File: config.mk
export PLATFORM = sky130hd
export DESIGN_NAME = a2d_intf_flat
export DESIGN_NICKNAME = d
export VERILOG_FILES = /design/src/rtl/a2d_intf_if.sv /design/src/rtl/a2d_intf.sv /design/src/flat_wrapper.sv
export SDC_FILE = /design/constraint.sdc
export NUM_CORES = 1
export LEC_CHECK = 0
export CORE_MARGIN = 1.5
export CORE_UTILIZATION = 35
export CTS_CLUSTER_DIAMETER = 80
export DETAILED_ROUTE_END_ITERATION = 12
export GPL_TIMING_DRIVEN = 0
export HOLD_SLACK_MARGIN = 0.15
export SETUP_SLACK_MARGIN = 0.05
export SYNTH_ARGS = -nofsm -noshare
export SYNTH_HDL_FRONTEND = slang
export SYNTH_SLANG_ARGS = --single-unit
File: constraint.sdc
create_clock -name clk -period 2.73 [get_ports clk]
set_input_delay 0.6825 -clock clk [delete_from_list [all_inputs] [get_ports clk]]
set_output_delay 0.6825 -clock clk [all_outputs]
set_load 0.02 [all_outputs]
File: src/rtl/a2d_intf_if.sv
// a2d_intf_if: bundles the conversion request, the ADC SPI pins and the result bus of a2d_intf.
// Signals: nxt (request), MISO/SS_n/SCLK/MOSI (ADC SPI), lft_ld/rght_ld/batt (12-bit results),
//          busy, cnv_done. master = converter side (a2d_intf), slave = core / ADC side.
interface a2d_intf_if;
  logic        nxt;
  logic        MISO;
  logic        SS_n;
  logic        SCLK;
  logic        MOSI;
  logic [11:0] lft_ld;
  logic [11:0] rght_ld;
  logic [11:0] batt;
  logic        busy;
  logic        cnv_done;

  modport master (
    input  nxt, MISO,
    output SS_n, SCLK, MOSI, lft_ld, rght_ld, batt, busy, cnv_done
  );

  modport slave (
    output nxt, MISO,
    input  SS_n, SCLK, MOSI, lft_ld, rght_ld, batt, busy, cnv_done
  );
endinterface

File: src/rtl/a2d_intf.sv
// a2d_intf: round-robin SPI ADC front end (left load, right load, battery) with held 12-bit results.
// Ports: clk, rst (sync, active high), bus (a2d_intf_if.master: nxt, MISO in; SPI pins, results, busy, cnv_done out).
// Latency: two 16-bit frames + 2-cycle gap + 1 update cycle per nxt; nxt is dropped (not queued) while busy.
module a2d_intf #(
  parameter int unsigned SCLK_DIV = 32,
  parameter logic [2:0]  CH_LFT   = 3'd0,
  parameter logic [2:0]  CH_RGHT  = 3'd4,
  parameter logic [2:0]  CH_BATT  = 3'd5
) (
  input logic         clk,
  input logic         rst,
  a2d_intf_if.master  bus
);

  localparam int unsigned HALF = SCLK_DIV / 2;
  localparam int unsigned DW   = (SCLK_DIV > 2) ? $clog2(SCLK_DIV) : 1;
  localparam logic [DW-1:0] DIV_LAST  = DW'(SCLK_DIV - 1);
  localparam logic [DW-1:0] HALF_V    = DW'(HALF);
  localparam logic [DW-1:0] HALF_LAST = DW'(HALF - 1);

  typedef enum logic [1:0] {IDLE, XFER1, GAP, XFER2} state_t;
  typedef enum logic [1:0] {IDX_LFT, IDX_RGHT, IDX_BATT} idx_t;

  state_t         state, state_nxt;
  idx_t           idx;
  logic           frame_start;
  logic           frame_end;
  logic           act;        // chip select asserted (inside a frame)
  logic [DW-1:0]  div_cnt;    // position within the current SCLK period
  logic [4:0]     rise_cnt;   // SCLK rising edges so far in this frame
  logic           gap_cnt;
  logic [15:0]    tx_sh;
  logic [11:0]    rx_sh;      // only the low 12 bits of the received word survive 16 shifts
  logic [11:0]    lft_q, rght_q, batt_q;
  logic           done_q;
  logic [2:0]     ch;
  logic [15:0]    cmd;

  always_comb begin
    ch = CH_LFT;
    case (idx)
      IDX_RGHT: ch = CH_RGHT;
      IDX_BATT: ch = CH_BATT;
      default:  ch = CH_LFT;
    endcase
  end

  assign cmd = {2'b00, ch, 11'h000};

  // Last frame cycle: HALF cycles after the 16th SCLK rise.
  assign frame_end = act && (rise_cnt == 5'd16) && (div_cnt == HALF_LAST);

  always_ff @(posedge clk) begin
    if (rst) state <= IDLE;
    else     state <= state_nxt;
  end

  always_comb begin
    state_nxt   = state;
    frame_start = 1'b0;
    case (state)
      IDLE: begin
        if (bus.nxt) begin
          state_nxt   = XFER1;
          frame_start = 1'b1;
        end
      end
      XFER1: begin
        if (frame_end) state_nxt = GAP;
      end
      GAP: begin
        if (gap_cnt) begin
          state_nxt   = XFER2;
          frame_start = 1'b1;
        end
      end
      XFER2: begin
        // One extra cycle after the frame closes carries the result update.
        if (!act) state_nxt = IDLE;
      end
      default: state_nxt = IDLE;
    endcase
  end

  always_ff @(posedge clk) begin
    if (rst) begin
      act      <= 1'b0;
      div_cnt  <= '0;
      rise_cnt <= '0;
      gap_cnt  <= 1'b0;
      tx_sh    <= '0;
      rx_sh    <= '0;
      lft_q    <= '0;
      rght_q   <= '0;
      batt_q   <= '0;
      done_q   <= 1'b0;
      idx      <= IDX_LFT;
    end else begin
      done_q  <= 1'b0;
      gap_cnt <= (state == GAP) ? ~gap_cnt : 1'b0;
      if (frame_start) begin
        act      <= 1'b1;
        div_cnt  <= '0;
        rise_cnt <= '0;
        tx_sh    <= cmd;
      end else if (act) begin
        if (frame_end) act <= 1'b0;
        // The edge leaving the last cycle of a period is the SCLK rise: sample MISO there.
        if (div_cnt == DIV_LAST) begin
          div_cnt  <= '0;
          rise_cnt <= rise_cnt + 5'd1;
          rx_sh    <= {rx_sh[10:0], bus.MISO};
        end else begin
          div_cnt <= div_cnt + DW'(1);
        end
        // Advance MOSI on every SCLK fall except the first (bit 15 is already out).
        if ((div_cnt == HALF_LAST) && (rise_cnt != 5'd0)) tx_sh <= {tx_sh[14:0], 1'b0};
        if (frame_end && (state == XFER2)) begin
          done_q <= 1'b1;
          case (idx)
            IDX_RGHT: begin rght_q <= rx_sh; idx <= IDX_BATT; end
            IDX_BATT: begin batt_q <= rx_sh; idx <= IDX_LFT;  end
            default:  begin lft_q  <= rx_sh; idx <= IDX_RGHT; end
          endcase
        end
      end
    end
  end

  assign bus.SS_n     = ~act;
  assign bus.SCLK     = ~(act && (div_cnt >= HALF_V));
  assign bus.MOSI     = act & tx_sh[15];
  assign bus.lft_ld   = lft_q;
  assign bus.rght_ld  = rght_q;
  assign bus.batt     = batt_q;
  assign bus.busy     = (state != IDLE);
  assign bus.cnv_done = done_q;

endmodule
File: src/flat_wrapper.sv
// flat-port wrapper written by rule: the top's interface ports become plain ports
module a2d_intf_flat 
#(
  parameter int unsigned SCLK_DIV = 32,
  parameter logic [2:0]  CH_LFT   = 3'd0,
  parameter logic [2:0]  CH_RGHT  = 3'd4,
  parameter logic [2:0]  CH_BATT  = 3'd5
)
  (clk, rst, bus_nxt, bus_MISO, bus_SS_n, bus_SCLK, bus_MOSI, bus_lft_ld, bus_rght_ld, bus_batt, bus_busy, bus_cnv_done);
  a2d_intf_if bus_i ();
  input logic clk;
  input logic rst;
  input wire logic [$bits(bus_i.nxt)-1:0] bus_nxt;
  input wire logic [$bits(bus_i.MISO)-1:0] bus_MISO;
  output wire logic [$bits(bus_i.SS_n)-1:0] bus_SS_n;
  output wire logic [$bits(bus_i.SCLK)-1:0] bus_SCLK;
  output wire logic [$bits(bus_i.MOSI)-1:0] bus_MOSI;
  output wire logic [$bits(bus_i.lft_ld)-1:0] bus_lft_ld;
  output wire logic [$bits(bus_i.rght_ld)-1:0] bus_rght_ld;
  output wire logic [$bits(bus_i.batt)-1:0] bus_batt;
  output wire logic [$bits(bus_i.busy)-1:0] bus_busy;
  output wire logic [$bits(bus_i.cnv_done)-1:0] bus_cnv_done;
  assign bus_i.nxt = bus_nxt;
  assign bus_i.MISO = bus_MISO;
  assign bus_SS_n = bus_i.SS_n;
  assign bus_SCLK = bus_i.SCLK;
  assign bus_MOSI = bus_i.MOSI;
  assign bus_lft_ld = bus_i.lft_ld;
  assign bus_rght_ld = bus_i.rght_ld;
  assign bus_batt = bus_i.batt;
  assign bus_busy = bus_i.busy;
  assign bus_cnv_done = bus_i.cnv_done;
  a2d_intf #(.SCLK_DIV(SCLK_DIV), .CH_LFT(CH_LFT), .CH_RGHT(CH_RGHT), .CH_BATT(CH_BATT)) u_core (.clk(clk), .rst(rst), .bus(bus_i));
endmodule
### Word level (Yosys, flattened, before mapping)

Index checks and enable logic that the tools add are counted.
Widths: inputs -> output; s select.

| cells by class | value |
|---|---|
| add/sub/neg operators | 2 |
| $lt $le $gt $ge | 1 |
| equality and inequality tests | 12 |
| muxes and demuxes | 18 |
| bitwise operators | 7 |
| reduce and logical (&&, ||, !) cells | 23 |

Operators with widths:

| cell | number |
|---|---|
| $mux 14 | 3 |
| $reduce_and 4->1 | 4 |
| $add 5x1->5 const B | 2 |
| $eq 5x5->1 const B | 2 |
| $mux 2 | 4 |
| $pmux 2 s4 | 1 |
| $eq 2x2->1 const B | 3 |
| $mux 1 | 6 |
| $not 1->1 | 6 |
| $pmux 3 s2 | 1 |
| $reduce_and 2->1 | 3 |
| $reduce_and 3->1 | 2 |
| $reduce_bool 2->1 | 3 |
| $reduce_or 2->1 | 3 |
| $eq 5x4->1 const B | 1 |
| $ge 5x5->1 const B | 1 |
| $logic_and 1x1->1 | 5 |
| $mux 5 | 1 |
| $reduce_bool 5->1 | 1 |
| $eq 2x1->1 const B | 2 |
| $ne 2x1->1 const B | 2 |
| $ne 2x2->1 const B | 2 |
| $pmux 2 s2 | 1 |
| $reduce_or 3->1 | 1 |
| 3 further kinds | 3 |

| storage, ports and cells | value |
|---|---|
| flip-flop bits (word level) | 70 |
| input port bits | 4 |
| output and inout port bits | 41 |
| word-level logic and storage cells | 76 |

### Depth between registers and ports, before layout

Gate-level depths: netlist (run 1).

| depth | value |
|---|---|
| word-level depth | 6 |
| mapped depth | 9 |
| mapped depth without buffers | 7 |

### Worst setup path before layout (run 1)

Ideal clock, no wire load.

| timing path | value |
|---|---|
| path kind | reg2reg |
| start | register u_core.div_cnt[0] |
| end | register u_core.lft_q[0], in the netlist u_core.bus.lft_ld[0] |
| library setup time | 0.072 ns |
| arrival time | 1.925 ns |
| required time | 2.658 ns |
| setup slack | 0.734 ns |
| cell stages (with the launch flop) | 9 |
| buffers on the path | 1 |
| clock period less this slack | 1.996 ns |
| cell sequence | dfxtp_1 -> ha_1 -> and3_1 -> ha_1 -> nand3_1 -> nor4_4 -> and2_1 -> buf_6 -> mux2i_1 |

| on the way | value |
|---|---|
| cells in the longest elaborated chain, start to end | 4 |

RTL lines:

| element | RTL line | source |
|---|---|---|
| start, declared | a2d_intf.sv:29 | `logic [DW-1:0] div_cnt;` |
| start signal, assigned | a2d_intf.sv:114 | `div_cnt <= div_cnt + DW'(1);` |
| $eq 5x4->1 | a2d_intf.sv:51 | `assign frame_end = act && (rise_cnt == 5'd16) && (div_cnt == HALF_LAST);` |
| $logic_and 1x1->1 | a2d_intf.sv:51 |  |
| $logic_and 1x1->1 | a2d_intf.sv:118 | `if (frame_end && (state == XFER2)) begin` |
| $reduce_and 4->1 (no source line) | - |  |
| end signal, assigned | a2d_intf.sv:93 | `lft_q <= '0;` |
| end signal, assigned | a2d_intf.sv:123 | `default: begin lft_q <= rx_sh; idx <= IDX_RGHT; end` |
| end, declared | a2d_intf.sv:34 | `logic [11:0] lft_q, rght_q, batt_q;` |

Every way passes these cells.
A chain may end at the register's enable or synchronous reset.

### Final worst setup path (run 1)

| timing path | value |
|---|---|
| start | register u_core.act |
| end | output bus_MOSI |

| on the way | value |
|---|---|
| cells in the longest elaborated chain, start to end | 1 |

RTL lines:

| element | RTL line | source |
|---|---|---|
| start, declared | a2d_intf.sv:28 | `logic act;` |
| start signal, assigned | a2d_intf.sv:87 | `act <= 1'b0;` |
| start signal, assigned | a2d_intf.sv:102 | `act <= 1'b1;` |
| start signal, assigned | a2d_intf.sv:107 | `if (frame_end) act <= 1'b0;` |
| $and 1x1->1 | a2d_intf.sv:132 | `assign bus.MOSI = act & tx_sh[15];` |
| end, declared | flat_wrapper.sv:17 | `output wire logic [$bits(bus_i.MOSI)-1:0] bus_MOSI;` |

Every way passes these cells.

==> results of run 1 <==
-- stage by stage --
stage	cell area (sq um)	hold WS (ns)	setup WS, ns
6_report	3600	0.458	0.154
3_3_place_gp	3390	0.444	0.0486
2_1_floorplan	2830	0.437	0.734
3_5_place_dp	3390	0.451	0.0433
4_1_cts	3600	0.461	0.122
5_1_grt	3600	0.482	0.0634
-- sequential cells by signal, indices dropped and copies added, names as in the netlist --
name and count:
u_core.rise_cnt 5, u_core.bus.rght_ld 12, u_core.act 1, u_core.bus.cnv_done 1, u_core.gap_cnt 1, u_core.div_cnt 5
u_core.bus.lft_ld 12, u_core.idx 2, u_core.rx_sh 12, u_core.bus.batt 12, u_core.tx_sh 5, u_core.state 2
-- Yosys cell counts, drive strengths merged --
master and number:
and3 1, buf 4, a21oi 17, xor2 5, nor4 1, or2 1
nor2 16, or3b 1, a22oi 1, nand2 86, nor3b 1, nand3 2
nand4 3, o221ai 1, ha 11, a2111oi 1, a22o 1, a2bb2oi 1
mux2i 41, a2111o 1, a211oi 1, o211a 2, clkbuf 11, nand2b 3
dfxtp 70, xnor2 2, and2 6, nor3 1, inv 11
-- metal layers --
layer | GRT usage (%) | wire, um | vias up
li1 | - | - | 1109
met1 | 19.3 | 2970 | 976
met2 | 23.9 | 2650 | 43
met3 | 3.28 | 234 | 9
met4 | 7.95 | 97 | 0
met5 | 0 | 0 | -
-- cells in the final DEF (no fill, tap or decap), types with 2 or more instances in the layout --
cell,synthesis,layout
nand2_1,83,83
dfxtp_1,70,70
clkdlybuf4s50_1,0,43
mux2i_1,41,41
a21oi_1,17,17
nor2_1,16,16
clkbuf_1,11,11
ha_1,11,11
inv_1,10,10
clkbuf_8,0,9
and2_1,5,5
xor2_1,5,5
nand2b_1,3,3
nand4_1,3,3
nand3_1,2,2
buf_2,2,2
o211a_1,2,2
nand2_4,2,2
xnor2_1,2,2
bufinv_16,0,2
clkinv_4,0,2
clkinv_2,0,2
-- cell type report --
| type | instances | area (sq um) | share of cell area (%) |
|---|---|---|---|
| clock inverter | 6 | 87.6 | 2.43 |
| multi-input combinational | 207 | 1320 | 36.7 |
| buffer | 15 | 66.3 | 1.84 |
| inverter | 11 | 41.3 | 1.15 |
| tap | 102 | 128 | 3.55 |
| clock buffer | 9 | 124 | 3.44 |
| sequential | 70 | 1400 | 39.0 |
| timing repair buffer | 43 | 430 | 12.0 |
-- power breakdown --
part	internal (uW)	total [uW]	switching (uW)
clock network	509	905	396
registers	1050	1080	30.2
logic	116	296	180
total	1680	2290	606
-- worst register-to-register path: stages (launching register included) --
cell     delay [ns]
dfxtp_1        0.37
ha_1           0.17
and3_1         0.19
ha_1           0.17
nand3_1        0.13
nor4_4         0.60
and2_1         0.22
buf_2          0.15
mux2i_1        0.20
-- cell families (layout without fill, tap and decap cells) --
family                     after synthesis  count (layout)  share of synthesized area [%]
xor gates and xnor gates                 7               7                           2.17
DFF                                     70              70                           49.6
AOI/OAI and AO/OA                       26              26                           5.89
adders and majority gates               11              11                           4.87
muxes                                   41              41                           14.5
buffers and inverters                   26              84                           3.81
and+or+nand+nor                        122             122                           19.2
-- how the worst min path moves through the flow --
stage                                               to  depth (start not counted)  slack (ns)                                from
global placement         u_core.rx_sh[11]$_SDFFE_PP0P_                          2        0.44       u_core.rx_sh[11]$_SDFFE_PP0P_
global route        u_core.bus.rght_ld[2]$_SDFFE_PP0P_                          2        0.48  u_core.bus.rght_ld[2]$_SDFFE_PP0P_
detailed placement  u_core.bus.rght_ld[4]$_SDFFE_PP0P_                          2        0.45  u_core.bus.rght_ld[4]$_SDFFE_PP0P_
floorplan                u_core.rx_sh[11]$_SDFFE_PP0P_                          2        0.44       u_core.rx_sh[11]$_SDFFE_PP0P_
CTS                 u_core.bus.lft_ld[10]$_SDFFE_PP0P_                          2        0.46  u_core.bus.lft_ld[10]$_SDFFE_PP0P_
finish                   u_core.rx_sh[11]$_SDFFE_PP0P_                          2        0.46       u_core.rx_sh[11]$_SDFFE_PP0P_
==> metrics.md, run 1 <==
| Metric | Value |
|---|---|
| H-Tree Depth | `3` |
| MaxCap Viol Count | `0` |
| Clock transition at the registers of the reported paths | `0.07 ns` |
| Syn nets | `318` |
| DR WL/cell | `12.9 um` |
| Reg2Reg Capture Point | `u_core.bus.rght_ld[11]$_SDFFE_PP0P_` |
| Number of nets in the layout | `372` |
| Distinct cells, synth | `35` |
| Core region area | `7770 sq um` |
| Tmin final | `2.58 ns` |
| Cells after Synth | `303` |
| Max Fclk | `388 MHz` |
| Worst Setup SP | `u_core.act$_SDFF_PP0_` |
| Initial antenna violation count | `0` |
| Fraction of layout cells with a size suffix above 1 | `6.93%` |
| Crit path depth | `3` |
| CP bufs+invs | `2` |
| Cell breakdown of the critical path | `buf_1, and2_1, clkdlybuf4s50_1` |
| Final ANT Viol Nets | `0` |
| Pin count of the biggest net entering global routing | `13` |
| Worst Max-Slew Pin Slew | `0.668 ns` |
| Die area | `8630 sq um` |
| Final Util | `46.3%` |
| Crit path to | `bus_MOSI` |
| Critical path capture point type | `output port` |
| Slowest CP cell | `clkdlybuf4s50_1` |
| Ranking of synthesized cells by area | `dfxtp_1 (50%), mux2i_1 (15%), nand2_1 (11%), ha_1 (4.9%), a21oi_1 (3.0%)` |
| Synth area leader | `dfxtp_1` |
| LEAKAGE | `0.00145 uW` |
| GRT overflow | `0` |
| Die width | `92.9 um` |
| Setup TNS | `0 ns` |
| Crit path max fanout | `10` |
| Hold Path Class | `flip-flop to flip-flop` |
| First-pass GRT wire length | `10.0 mm` |
| Syn-to-layout area delta | `27.2%` |
| Clk root buf | `clkbuf_8` |
| Worst-Skew Late Latency | `0.34 ns` |
| FF+latch count, synth | `70` |
| Clock sinks | `70` |
| Worst Reg-to-Reg Cells | `8` |
| Mean post-synth cell area | `9.33 sq um` |
| Hold buffers post-CTS | `0` |
| Fillers | `785` |
| Total power | `2290 uW` |
| Flop-to-flop setup slack | `0.46 ns` |
| Critical Path RT | `2.05 ns` |
| TritonCTS clock tree | `done` |
| Outcome | `finished, final reports clean` |
| Cts bufs inserted | `9` |
| DR vias | `2,137` |
| # Post-CTS Setup Buffers | `0` |
| Final setup violation count | `0` |
| Die Span Y | `92.9 um` |
| DP HPWL | `4.20 mm` |
| Fin. max-slew vios | `0` |
| Post-Syn Area | `2830 sq um` |
| Crit path max-delay family | `buffers and inverters` |
| Routability congestion estimate | `0.744` |
| Row cnt | `32` |
| Top-area cell type share of the netlist area | `49.6%` |
| I/O pin count | `45` |
| Unrepaired setup endpoints after global routing | `no` |
| Yosys warnings | `0` |
| DR DRC count | `0` |
| Final Skew | `0.00962 ns` |
| Seq/Total Area, Yosys | `49.6%` |
| Max stage delay on crit path | `0.59 ns` |
| Worst r2r src | `u_core.div_cnt[0]$_SDFFE_PP0P_` |
| DRT Pass-1 Iters | `4` |
| Resized cells post-CTS | `0` |
| Antenna cells | `0` |
| Total wire length | `5.95 mm` |
| Worst vdd ir | `0.407 mV` |
| Tot GR Track Use | `15.1%` |
| Post-DR vias/cell | `4.62` |
| WP data arrival | `1.89 ns` |
| Pwr per Cell Area | `635 nW/um^2` |
| Vias in the first global route | `2,065` |
| Max-slew headroom | `55.1%` |
| Detailed Route Iter0 Violations | `59` |
| Buffer depth of the longest clock path | `2` |
| Post-Layout Cell Count | `463` |
| Final hold vios | `0` |
| WS Path Type | `flip-flop to output port` |
| Initial Util | `36.4%` |
| PortBufs | `43` |
| Type of origin of the critical path | `flip-flop` |
| Final worst-path cycle share | `94.4%` |
| Placed cells | `448` |
No activity file was read; power rests on OpenSTA's default activity.
==> run 2: changes to the inputs <==
--- a/config.mk
+++ b/config.mk
@@ -11,7 +11,7 @@
 export DETAILED_ROUTE_END_ITERATION = 12
 export GPL_TIMING_DRIVEN = 0
 export HOLD_SLACK_MARGIN = 0.15
-export SETUP_SLACK_MARGIN = 0.05
+export SETUP_SLACK_MARGIN = 0.4
 export SYNTH_ARGS = -nofsm -noshare
 export SYNTH_HDL_FRONTEND = slang
 export SYNTH_SLANG_ARGS = --single-unit
==> run 2 against run 1 <==
  * Routed wire length up 0.72%
  * Global-route usage about the same
  * Hold slack got worse by 0.0016 ns
  * Utilization grew 0.16 points
  * Die area unchanged
  * Sequential share of layout area down 0.14 points
  * Register-to-register slack improved by 0.18 ns
  * Critical path depth stayed put
  * Count of clock-buffer cells in the layout is the same
  * Sequential power about the same
  * Non-clock buffer count up 1
  * Critical path type unchanged
  * Largest cell class unchanged
==> metrics.md, run 2 (synthesis gave the netlist of run 1 again) <==
| Metric | Value |
|---|---|
| Outcome | `finished, final reports clean` |
| Worst vdd ir | `0.374 mV` |
| Final setup violation count | `0` |
| PortBufs | `43` |
| Antenna cells | `0` |
| H-Tree Depth | `3` |
| Fin. max-slew vios | `0` |
| Tmin final | `2.25 ns` |
| Worst Max-Slew Pin Slew | `0.595 ns` |
| Fillers | `784` |
| Multi-input gate area | `1320 sq um` |
| WS Path Type | `flip-flop to output port` |
| LEAKAGE | `0.00148 uW` |
| MaxCap Viol Count | `0` |
| Setup slack after layout | `0.477 ns` |
| Buffer depth of the longest clock path | `2` |
| Die width | `92.9 um` |
| Syn-to-layout area delta | `27.7%` |
| Die Span Y | `92.9 um` |
| Critical Path RT | `2.05 ns` |
| Cts bufs inserted | `9` |
| Type of origin of the critical path | `flip-flop` |
| Final Skew | `0.00943 ns` |
| Critical path capture point type | `output port` |
| Die area | `8630 sq um` |
| Total wire length | `5.99 mm` |
| Setup TNS | `0 ns` |
| First-pass GRT wire length | `10.0 mm` |
| Total power | `2280 uW` |
| Hold Path Class | `flip-flop to flip-flop` |
| Max-slew headroom | `60.3%` |
| DR vias | `2,151` |
| Tot GR Track Use | `15.1%` |
| Routability congestion estimate | `0.744` |
| Row cnt | `32` |
| Clock sinks | `70` |
| Pwr per Cell Area | `632 nW/um^2` |
| Final ANT Viol Nets | `0` |
| Crit path max fanout | `10` |
| Pin count of the biggest net entering global routing | `13` |
| Initial antenna violation count | `0` |
| Post-DR vias/cell | `4.64` |
| Final hold vios | `0` |
| Unrepaired setup endpoints after global routing | `no` |
| Fraction of layout cells with a size suffix above 1 | `7.46%` |
| Clk root buf | `clkbuf_8` |
| DRT Pass-1 Iters | `4` |
| Commonest non-fill, non-tap cell in the layout | `nand2_1` |
| TritonCTS clock tree | `done` |
| Clock transition at the registers of the reported paths | `0.07 ns` |
| Max Fclk | `444 MHz` |
| Worst slack, placed | `0.0433 ns` |
| WP data arrival | `1.57 ns` |
| DR WL/cell | `12.9 um` |
| Most frequent cells in the layout | `nand2_1 (83), dfxtp_1 (70), mux2i_1 (41), clkdlybuf4s50_1 (41), a21oi_1 (17)` |
| DR DRC count | `0` |
| Core region area | `7770 sq um` |
| DP HPWL | `4.20 mm` |
| Final worst-path cycle share | `82.5%` |
| I/O pin count | `45` |
| Reg area | `1400 sq um` |
| Vias in the first global route | `2,059` |
| Worst-Skew Late Latency | `0.35 ns` |
| Number of nets in the layout | `373` |
| GRT overflow | `0` |
| Detailed Route Iter0 Violations | `60` |
| Initial Util | `36.4%` |
-- run 2: cell types whose count changed in the layout (fill, tap and decap cells not counted), sizes merged --
| cell | before | now |
|---|---|---|
| clkbuf | 20 | 21 |
| dlygate4sd2 | 0 | 1 |
| dlymetal6s2s | 0 | 1 |
| clkdlybuf4s50 | 43 | 41 |
-- run 2: power by group --
part	internal (uW)	total (uW)	switching (uW)	leakage (uW)
registers	1050	1080	30.9	0.000565
clock network	509	906	397	0.000109
logic	111	292	180	0.000811
total	1670	2280	608	0.00148
-- run 2: final timing paths --
check / startpoint / to / slack, ns / cells after the start
hold reg to reg: u_core.rx_sh[11]$_SDFFE_PP0P_ / u_core.rx_sh[11]$_SDFFE_PP0P_ / 0.46 / 2
setup reg to reg: u_core.div_cnt[0]$_SDFFE_PP0P_ / u_core.rx_sh[5]$_SDFFE_PP0P_ / 0.64 / 9
setup / recovery: u_core.act$_SDFF_PP0_ / bus_SCLK / 0.48 / 3
hold / removal: u_core.rx_sh[11]$_SDFFE_PP0P_ / u_core.rx_sh[11]$_SDFFE_PP0P_ / 0.46 / 2
-- run 2: cell type report --
type,count,share of cell area (%)
plain buffers,15,1.94
clock buffers,9,3.43
clock inverters,6,2.43
inverters,11,1.14
multi-input cells,207,36.5
flip-flops and latches,70,38.8
well taps,102,3.54
repair buffers,44,12.2
-- run 2: repair_timing --
| item | 4_1_cts | 5_1_grt |
|---|---|---|
| cloned | 0 | 0 |
| resized for setup | 2 | 2 |
| endpoints found under the setup margin | 3 | 37 |
| buffers inserted | 0 | 1 |
| hold buffers | 0 | 0 |
| pin swaps | 0 | 1 |
-- run 2: metal layers --
layer / vias up / GRT usage (%) / share of wire [%]
met5: - / 0 / 0
met4: 0 / 7.95 / 1.6
met3: 9 / 3.28 / 4.3
met2: 43 / 23.9 / 45
met1: 991 / 19.2 / 49
li1: 1108 / - / -
-- run 2: metrics by stage --
stage                     instances  cell area (sq um)  util (%)  hold WS (ns)
final                           464               3610      46.5         0.456
after global routing            464               3610      46.5         0.482
after CTS                       463               3600      46.3         0.461
after detailed placement        448               3390      43.6         0.451
after global placement          448               3390      43.6         0.444
after floorplan                 303               2830         -         0.437
-- run 2: worst max-delay path, stage by stage (launching register included) --
cell and delay, ns:
dfxtp_1 0.40, clkbuf_4 0.24, nand2_1 0.06, clkdlybuf4s50_1 0.53
